<file path="src/rtl/dot_product_ctrl.sv">
// ---------------------------------------------------------------------------
// dot_product_ctrl
//
// Runs one signed dot product over two external sync-read memories (A and B)
// that share a single element address. On start it reads elements
// 0..N-1, one per cycle. It multiplies each returned pair and adds the
// product into a ripple-carry accumulator built from full-adder cells. The
// sum is then offered on a valid/ready result port. Only one job can be in
// flight at a time.
//
// Ports
//   clk           clock, rising edge
//   rst           asynchronous active-high reset
//   start         job request, only looked at while idle
//   len           element count, captured with start (clamped to LEN_MAX)
//   busy          high whenever the controller is not idle
//   mem_rd_en     read strobe to both memories
//   mem_addr      element index shared by both memories
//   a_data        A element, valid the cycle after a read strobe
//   b_data        B element, valid the cycle after a read strobe
//   result        signed dot product (wraps modulo 2^ACC_W)
//   result_valid  result available
//   result_ready  consumer accepts the result
// ---------------------------------------------------------------------------
module dot_product_ctrl #(
    parameter int DATA_W  = 8,
    parameter int LEN_MAX = 16,
    parameter int ACC_W   = 20,
    localparam int ADDR_W = $clog2(LEN_MAX),
    localparam int LEN_W  = $clog2(LEN_MAX + 1)
) (
    input  logic              clk,
    input  logic              rst,
    input  logic              start,
    input  logic [LEN_W-1:0]  len,
    output logic              busy,
    output logic              mem_rd_en,
    output logic [ADDR_W-1:0] mem_addr,
    input  logic [DATA_W-1:0] a_data,
    input  logic [DATA_W-1:0] b_data,
    output logic [ACC_W-1:0]  result,
    output logic              result_valid,
    input  logic              result_ready
);

    typedef enum logic [1:0] {
        IDLE  = 2'd0,
        RUN   = 2'd1,
        DRAIN = 2'd2,
        DONE  = 2'd3
    } state_t;

    state_t             state_reg;
    logic [ACC_W-1:0]   acc_reg;
    logic [ADDR_W-1:0]  last_addr_reg;
    // Delayed read strobe: high exactly when a_data/b_data carry a fresh pair.
    logic               rd_d_reg;

    logic [LEN_W-1:0]          len_clamped;
    logic signed [2*DATA_W-1:0] prod;
    logic [ACC_W-1:0]          prod_ext;
    logic [ACC_W-1:0]          sum;

    assign len_clamped = (len > LEN_W'(LEN_MAX)) ? LEN_W'(LEN_MAX) : len;

    assign prod     = $signed(a_data) * $signed(b_data);
    assign prod_ext = {{(ACC_W - 2*DATA_W){prod[2*DATA_W-1]}}, prod};

    // Ripple-carry adder acc_reg + prod_ext. Every bit except the MSB is a
    // full-adder cell with a carry out. The MSB carry out is dropped because
    // the sum wraps modulo 2^ACC_W.
    genvar gi;
    generate
        for (gi = 0; gi < ACC_W - 1; gi++) begin : g_fa
            logic cin;
            logic cout;
            if (gi == 0) begin : g_lsb
                assign cin = 1'b0;
            end else begin : g_chain
                assign cin = g_fa[gi-1].cout;
            end
            assign sum[gi] = acc_reg[gi] ^ prod_ext[gi] ^ cin;
            assign cout    = (acc_reg[gi] & prod_ext[gi]) |
                             (acc_reg[gi] & cin) |
                             (prod_ext[gi] & cin);
        end
    endgenerate

    assign sum[ACC_W-1] = acc_reg[ACC_W-1] ^ prod_ext[ACC_W-1] ^ g_fa[ACC_W-2].cout;

    always_ff @(posedge clk or posedge rst) begin
        if (rst) begin
            state_reg     <= IDLE;
            acc_reg       <= '0;
            last_addr_reg <= '0;
            rd_d_reg      <= 1'b0;
            busy          <= 1'b0;
            mem_rd_en     <= 1'b0;
            mem_addr      <= '0;
            result        <= '0;
            result_valid  <= 1'b0;
        end else begin
            rd_d_reg <= mem_rd_en;
            case (state_reg)
                IDLE: begin
                    if (start) begin
                        busy <= 1'b1;
                        if (len == '0) begin
                            // Empty job: report zero without touching memory.
                            result       <= '0;
                            result_valid <= 1'b1;
                            state_reg    <= DONE;
                        end else begin
                            last_addr_reg <= ADDR_W'(len_clamped - 1'b1);
                            acc_reg       <= '0;
                            mem_addr      <= '0;
                            mem_rd_en     <= 1'b1;
                            state_reg     <= RUN;
                        end
                    end
                end
                RUN: begin
                    if (rd_d_reg) begin
                        acc_reg <= sum;
                    end
                    if (mem_addr == last_addr_reg) begin
                        mem_rd_en <= 1'b0;
                        state_reg <= DRAIN;
                    end else begin
                        mem_addr <= mem_addr + ADDR_W'(1);
                    end
                end
                DRAIN: begin
                    // The pair for the last address arrives now. The read
                    // issued before it guarantees rd_d_reg is high here.
                    acc_reg      <= sum;
                    result       <= sum;
                    result_valid <= 1'b1;
                    state_reg    <= DONE;
                end
                DONE: begin
                    if (result_ready) begin
                        result_valid <= 1'b0;
                        busy         <= 1'b0;
                        state_reg    <= IDLE;
                    end
                end
                default: state_reg <= IDLE;
            endcase
        end
    end

endmodule

</file>
<file path="config.mk">
export PLATFORM = sky130hd
export DESIGN_NAME = dot_product_ctrl
export DESIGN_NICKNAME = d
export VERILOG_FILES = /design/src/rtl/dot_product_ctrl.sv
export SDC_FILE = /design/constraint.sdc
export NUM_CORES = 1
export LEC_CHECK = 0
export BUFFER_PORTS_ARGS = -buffer_cell sky130_fd_sc_hd__buf_2
export CAP_MARGIN = 20
export CORE_AREA = 2 2 149 107
export DETAILED_ROUTE_END_ITERATION = 7
export DIE_AREA = 0 0 151 109
export SLEW_MARGIN = 20
export SYNTH_ARGS = -nofsm -noshare
export SYNTH_HDL_FRONTEND = slang
export SYNTH_SLANG_ARGS = --single-unit
</file>
<file path="constraint.sdc">
create_clock -name clk -period 9.31 [get_ports clk]
set_clock_uncertainty 0.2 [all_clocks]
set_input_delay 1.862 -clock clk [delete_from_list [all_inputs] [get_ports clk]]
set_output_delay 1.862 -clock clk [all_outputs]
set_load 0.05 [all_outputs]
</file>
## Yosys cells after proc, flatten, opt, wreduce, memory -nomap -nowiden

Cells that the tools add are included.

- Bits in registers: 54
- Latch bits: 0
- Memory bits (writable): 0
- Bits in read-only memories: 0
- Memories kept: 0

- Add/sub/neg operators: 2
- Multipliers: 1
- Div/mod/pow operators: 0
- Order comparisons: 1
- Eq/ne operators: 11
- Shifts and indexed selects: 0
- Multiplexer cells: 27
- Bitwise logic cells: 131
- Reduce and logical (&&, ||, !) cells: 15

Operator list:

| operator | number |
|---|---|
| two-way mux 20 bit | 5 |
| case mux 20 bit (3 select lines) | 1 |
| AND 1 bit | 55 |
| case mux 20 bit (2 select lines) | 1 |
| XOR 1 bit | 39 |
| OR 1 bit | 36 |
| multiplier 8 x 8 -> 16 bit | 1 |
| two-way mux 4 bit | 4 |
| AND reduction 4 bit | 4 |
| inequality test 2 bit, second input constant | 7 |
| AND reduction 3 bit | 4 |
| two-way mux 2 bit | 4 |
| case mux 2 bit (4 select lines) | 1 |
| case mux 4 bit (2 select lines) | 1 |
| two-way mux 1 bit | 7 |
| nonzero test 2 bit | 3 |
| nonzero test 3 bit | 2 |
| greater-than comparator 5 bit, second input constant | 1 |
| logical NOT 5 bit | 1 |
| adder 4 x 1 -> 4 bit, second input constant | 1 |
| equality test 2 bit, second input constant | 2 |
| equality test 4 bit | 1 |
| case mux 1 bit (2 select lines) | 2 |
| subtractor 4 x 1 -> 4 bit, second input constant | 1 |
| 4 further kinds | 4 |

## Logic depth before layout (Yosys ltp)

Gate-level depths: netlist of the first run.

- Depth after elaboration: 59
- Mapped depth: 28
- Depth with buffers taken out: 28

## Worst setup path after synthesis of the first run

Ideal clock, no wire load.

- Path type: in2reg
- From: in b_data[4]
- To: reg result[19]
- Arrival time: 10.086 ns
- Data required time: 8.989 ns
- Slack: -1.097 ns
- Stages: 25
- Buffers on the path: 0
- Cells stage by stage: and2_1 fa_1 fa_1 ha_1 inv_1 fa_1 inv_1 fa_1 fa_1 fa_1 fa_1 fa_1 fa_1 fa_1 fa_1 fa_1 fa_1 fa_1 fa_1 fa_1 fa_1 inv_1 fa_1 xnor3_1 a22o_1

- Word-level cells in the longest chain between the ends: 48

RTL lines:

| element | RTL line | RTL |
|---|---|---|
| start: declaration | 40 | `input logic [DATA_W-1:0] b_data,` |
| multiplier 8 x 8 -> 16 bit * | 66 | `assign prod = $signed(a_data) * $signed(b_data);` |
| AND 1 bit | 83 | `assign cout = (acc_reg[gi] & prod_ext[gi]) \|` |
| OR 1 bit | 83 |  |
| OR 1 bit | 84 | `(acc_reg[gi] & cin) \|` |
| AND 1 bit | 84 |  |
| OR 1 bit | 83 |  |
| OR 1 bit | 84 |  |
| AND 1 bit | 84 |  |
| [32 not listed] | - |  |
| AND 1 bit | 84 |  |
| OR 1 bit | 83 |  |
| OR 1 bit | 84 |  |
| AND 1 bit | 84 |  |
| OR 1 bit | 83 |  |
| OR 1 bit | 84 |  |
| XOR 1 bit * | 89 | `assign sum[ACC_W-1] = acc_reg[ACC_W-1] ^ prod_ext[ACC_W-1] ^ g_fa[ACC_W-2].cout;` |
| case mux 20 bit (2 select lines) * | 104 | `case (state_reg)` |
| end signal: assignment | 137 | `result <= sum;` |
| end: declaration | 41 | `output logic [ACC_W-1:0] result,` |

Mark *: on every way between the ends. The rest lies on a longest branch, timed or not.
A chain may end at the register's enable or synchronous reset.

## Worst setup path in the final report of the first run

- From: in a_data[0]
- To: reg result[19]

- Word-level cells in the longest chain between the ends: 58

RTL lines:

| element | RTL line | RTL |
|---|---|---|
| start: declaration | 39 | `input logic [DATA_W-1:0] a_data,` |
| multiplier 8 x 8 -> 16 bit * | 66 |  |
| AND 1 bit | 83 |  |
| AND 1 bit | 84 |  |
| OR 1 bit | 83 |  |
| OR 1 bit | 84 |  |
| AND 1 bit | 84 |  |
| OR 1 bit | 83 |  |
| OR 1 bit | 84 |  |
| [42 not listed] | - |  |
| AND 1 bit | 84 |  |
| OR 1 bit | 83 |  |
| OR 1 bit | 84 |  |
| AND 1 bit | 84 |  |
| OR 1 bit | 83 |  |
| OR 1 bit | 84 |  |
| XOR 1 bit * | 89 |  |
| case mux 20 bit (2 select lines) * | 104 |  |

Marked as above.

==> impl_metrics.toml, run 1 <==
[critical_path]
crit_path_end_kind = "register"
worst_setup_path_start_kind = "input pin"
crit_arrival_ns = 9.62
critPathRequiredTime_ns = 9.30
crit_path_start = "a_data[0]"
crit_end = "result[19]"
timing.rr.start = "acc_reg[0]"
rr_worst_depth = 24
reg2reg_to = "result[19]"
crit_fanout = 4
crit_type = "in -> reg"
reg2reg_slack_ns = 1.77

[routing]
avgRoutedWirePerCell_um = 13.7
first_pass_iters = 6
drc = 0
via_count = 3716
ant_nets = 0
first_iter_violations = 139
drt_wl_total_um = 10700
viasPerCell = 4.73

[floorplanning]
fp.coreArea_mm2 = 0.0151
start_util_pct = 34.1
rows = 38
dieArea_mm2 = 0.0165
fp.dieH_um = 109
ios = 52
dieWidth_um = 151

[synthesis]
synthDominantCellAreaShare_pct = 28.3
synth.net_count = 638
synth.top_cells.by_count = "fa_1 (73), nand2_1 (72), inv_1 (69)"
synth-edff-count = 0
synth_area_leaders = "fa_1 (28%), dfrtp_1 (26%), ha_1 (9.0%), nand2_1 (5.2%), inv_1 (5.0%)"
mappedNetlistArea_mm2 = 0.00516
dominantRegCellSynth = "dfrtp_1"
synth_seq_cells = 54
syn_avg_cell_area_um2 = 10.3
synth_cell_types = 45
yosys_warnings = 0
synthArstFlopShare_pct = 100
synth_largest_area_cell = "fa_1"
synth_cells = 503
yosysMostFrequentCell = "fa_1"
synth_seq_area_share_pct = 26.2

[timing]
fin_ws_ns = -0.321
drv_slew = 0
worstMarginPinSlew_ns = 0.951
fmax_mhz = 104
fin_crit_ns = 9.63
setup_viol = 4
rsz0062_at_grt = "true"
slew_headroom_pct = 36.2
fin_crit_sh_pct = 103
final_hold_viol_count = 0
finalSetupTns_ns = -0.996

[flow_run]
drv_cap = 0

[cts]
cts_tree = "done"
hold_buffers = 0
clk_pin_slew_ns = 0.07
clock_sink_count = 54
cts-root-buf = "clkbuf_16"
cts_made_buffers = 5
worstSkewPairLatency_ns = 0.29
htreeDepth = 2
clockBufferDepth = 2

[run_status]
outcome = "complete, but fails checks"
violations = "setup timing"

[finish]
fill_cells = 1482
syn2layout_area_growth_pct = 20.1
drive_gt1_share_pct = 23.9
fin_nets = 720
multi_input_area_mm2 = 0.00362
antennaDiodeCount = 0
register_area_mm2 = 0.00135
fin_area_mm2 = 0.00619

[global_route]
grt_max_degree = 55
antenna_found_initial = 0
groute.usage.overall_pct = 13.9
grt_pass1_vias = 3727
grt_pass1_wl_um = 18100
grt.overflow.total = 0

[placed_design]
port_buffers = 51
dpl-instance-area_mm2 = 0.00595
gp_congestion = 0.816
dp_hpwl_um = 8880

[hold_path]
hold_class = "reg -> reg"
-- final cells by class --
cell class	count	area share (%)
Clock inverter	1	0.485
Sequential cell	54	21.8
Inverter	69	4.18
Timing Repair Buffer	87	8.93
Clock buffer	7	2.14
Multi-Input combinational cell	368	58.4
Tap cell	200	4.04
-- how the worst min path moves through the flow --
stage,from,endpoint,slack [ns],depth (start not counted)
after floorplan,acc_reg[18],acc_reg[18],0.25,2
after global placement,mem_rd_en,rd_d_reg,0.21,0
after detailed placement,mem_rd_en,rd_d_reg,0.21,0
after CTS,mem_rd_en,rd_d_reg,0.23,0
after global routing,mem_rd_en,rd_d_reg,0.26,0
final,mem_rd_en,rd_d_reg,0.22,0
-- cell usage in the layout (no fill, tap or decap), types with 6 or more instances in the layout --
master	netlist	layout
buf_4	0	37
nor3_1	6	6
nand2_1	72	70
fa_2	0	18
nand2b_1	9	9
a21oi_1	11	11
a22o_1	21	21
inv_1	69	64
o21ai_0	31	29
nor2_1	7	7
dfrtp_1	54	54
and2_1	37	32
xnor2_1	18	18
ha_1	37	33
fa_1	73	55
buf_2	3	46
-- critical path, cell delays in order --
cell and delay [ns]:
buf_6 0.10, and2_4 0.15, fa_2 0.38, fa_1 0.49
ha_1 0.31, inv_2 0.04, fa_1 0.54, inv_2 0.04
fa_1 0.45, fa_2 0.35, fa_2 0.35, fa_2 0.35
fa_2 0.35, fa_2 0.34, fa_2 0.34, fa_2 0.34
fa_2 0.34, fa_2 0.34, fa_2 0.35, fa_2 0.35
fa_2 0.35, fa_2 0.34, inv_2 0.06, fa_2 0.21
xnor3_1 0.29, a22o_1 0.20
-- per-layer routing --
| layer | vias up | wire length [um] | track usage, % |
|---|---|---|---|
| met4 | 0 | 156 | 2.47 |
| met1 | 1857 | 5410 | 20.9 |
| met3 | 11 | 414 | 2.80 |
| met5 | - | 0 | 0 |
| met2 | 64 | 4750 | 20.9 |
| li1 | 1784 | - | - |
-- logic make-up after synthesis --
group,after synthesis,synth area share (%)
buffers and inverters,81,5.97
AND/OR/NAND/NOR,146,13.9
adder cells (fa/ha/maj),110,37.3
multiplexers,4,0.825
XOR/XNOR,24,4.49
AO/OA/AOI/OAI,84,11.3
flip-flops,54,26.2
-- through the flow --
stage / util [%] / setup slack [ns] / std cells / hold slack, ns
3_5_place_dp: 39.3 / -0.736 / 778 / 0.214
6_report: 41.0 / -0.321 / 786 / 0.221
4_1_cts: 40.7 / -0.371 / 786 / 0.228
5_1_grt: 41.0 / -0.492 / 786 / 0.258
3_3_place_gp: 39.3 / -0.635 / 778 / 0.211
2_1_floorplan: - / -0.409 / 503 / 0.249
-- repair_timing --
item | CTS | global route
setup endpoints to repair | 5 | 6
resized for setup | 13 | 8
setup buffers | 0 | 0
pin swaps | 4 | 4
Power of run 1 is left out: the tool's default activity adds up to more than one toggle a clock period on the data nets, which glitch-free logic cannot reach.
==> inputs of run 2 (changes only) <==
Settings changed: CTS_BUF_LIST from default to sky130_fd_sc_hd__clkbuf_8.
==> run 2 against run 1 <==
The flow still finishes with violations (setup timing). Sequential share of layout area increased by 0.20 points. Non-clock buffer count is the same. Cell count did not move. Die area stayed put. Maximum frequency grew 0.25%. Worst setup slack improved by 0.024 ns. Via count is 0.30% higher. Routed wire length rose by 0.43%. First-iteration DRC count up 16%. Critical path type unchanged. Critical endpoint unchanged. Largest cell class unchanged.
==> impl_metrics.toml, run 2 (synthesized netlist as in run 1, its figures left out) <==
[routing]
drt_wl_total_um = 10800
via_count = 3727
drc = 0
avgRoutedWirePerCell_um = 13.7
first_iter_violations = 161
ant_nets = 0
first_pass_iters = 6
viasPerCell = 4.74

[finish]
layoutNonFillerInstCount = 786
final_cell_mix = "nand2_1 (70), inv_1 (66), fa_1 (55), dfrtp_1 (54), buf_2 (46)"
multi_input_area_mm2 = 0.00362
layout_commonest_cell = "nand2_1"
drive_gt1_share_pct = 23.9
register_area_mm2 = 0.00135
antennaDiodeCount = 0
syn2layout_area_growth_pct = 19.0
fin_area_mm2 = 0.00614
fill_cells = 1490
fin_nets = 720

[global_route]
grt_pass1_wl_um = 18100
grt_pass1_vias = 3720
antenna_found_initial = 0
groute.usage.overall_pct = 13.8
grt.overflow.total = 0
grt_max_degree = 55

[critical_path]
critPathRequiredTime_ns = 9.32
crit_arrival_ns = 9.62
crit_type = "in -> reg"
slowest_stage = "fa_1"
worst_setup_path_start_kind = "input pin"
slowest_delay_ns = 0.54
crit_fanout = 4
cp_common_cell = "fa_2"
crit_path_end_kind = "register"

[timing]
worstMarginPinSlew_ns = 0.961
slew_headroom_pct = 35.5
fmax_mhz = 104
fin_crit_ns = 9.61
fin_ws_ns = -0.297
rsz0062_at_grt = "true"
finalHoldWorstSlack_ns = 0.227
fin_crit_sh_pct = 103
drv_slew = 0
final_hold_viol_count = 0
finalSetupTns_ns = -0.946
setup_viol = 4

[cts]
cts_tree = "done"
clockBufferDepth = 2
cts_setup_buffers = 0
clk_pin_slew_ns = 0.10
cts_made_buffers = 5
hold_buffers = 0
cts-root-buf = "clkbuf_8"
clock_sink_count = 54
htreeDepth = 2
worstSkewPairLatency_ns = 0.31

[floorplanning]
fp.dieH_um = 109
rows = 38
dieWidth_um = 151
dieArea_mm2 = 0.0165
fp.coreArea_mm2 = 0.0151
start_util_pct = 34.1
ios = 52

[placed_design]
port_buffers = 51
gp_congestion = 0.816
dpl-instance-area_mm2 = 0.00595
dp_hpwl_um = 8880
dp.cells = 778

[flow_run]
drv_cap = 0

[run_status]
outcome = "complete, but fails checks"
violations = "setup timing"

[hold_path]
hold_class = "reg -> reg"
[run 2: cell count changes in the layout (fill, tap and decap cells not counted), sizes merged]
cell | before | now
inv | 69 | 71
clkbuf | 7 | 5
[run 2: worst paths after layout]
kind	startpoint	cells after the start	endpoint	slack [ns]
worst min register to register	mem_rd_en	0	rd_d_reg	0.23
worst min-delay path	mem_rd_en	0	rd_d_reg	0.23
worst max register to register	acc_reg[0]	24	result[19]	1.79
worst max-delay path	a_data[0]	26	result[19]	-0.30
max in group asynchronous	rst	3	busy	6.90
min in group asynchronous	rst	3	result[0]	1.53
[run 2: layout make-up]
class                           instances  share of cell area [%]
Clock buffer                            5                    1.12
Clock inverter                          3                   0.612
Inverter                               69                    4.22
Multi-Input combinational cell        368                    58.9
Sequential cell                        54                    22.0
Tap cell                              200                    4.08
Timing Repair Buffer                   87                    9.01
[run 2: metrics by stage]
stage                     utilization (%)  setup WS, ns
after detailed placement             39.3        -0.736
after global routing                 40.6        -0.460
after floorplan                         -        -0.409
after CTS                            40.3        -0.343
after global placement               39.3        -0.635
final                                40.6        -0.297
[run 2: critical path: cells and delay by family]
kind                       cells  cell delay, ns
and+or+nand+nor                1            0.15
xor gates and xnor gates       1            0.29
AOI/OAI and AO/OA              1            0.20
adders and majority gates     19            6.87
buffers and inverters          4            0.24
[run 2: metal layers]
metal	vias to the layer above	GRT usage, %	share of wire (%)
met1	1881	20.9	51
met2	54	20.8	44
met4	0	2.27	1.4
li1	1781	-	-
met3	11	2.80	3.2
met5	-	0	0
[run 2: timing repair]
action | CTS | global route
pin swaps | 4 | 4
endpoints found under the setup margin | 5 | 5
endpoints found under the hold margin | 0 | 0
resized for setup | 13 | 8
Power of run 2 is left out for the same reason.
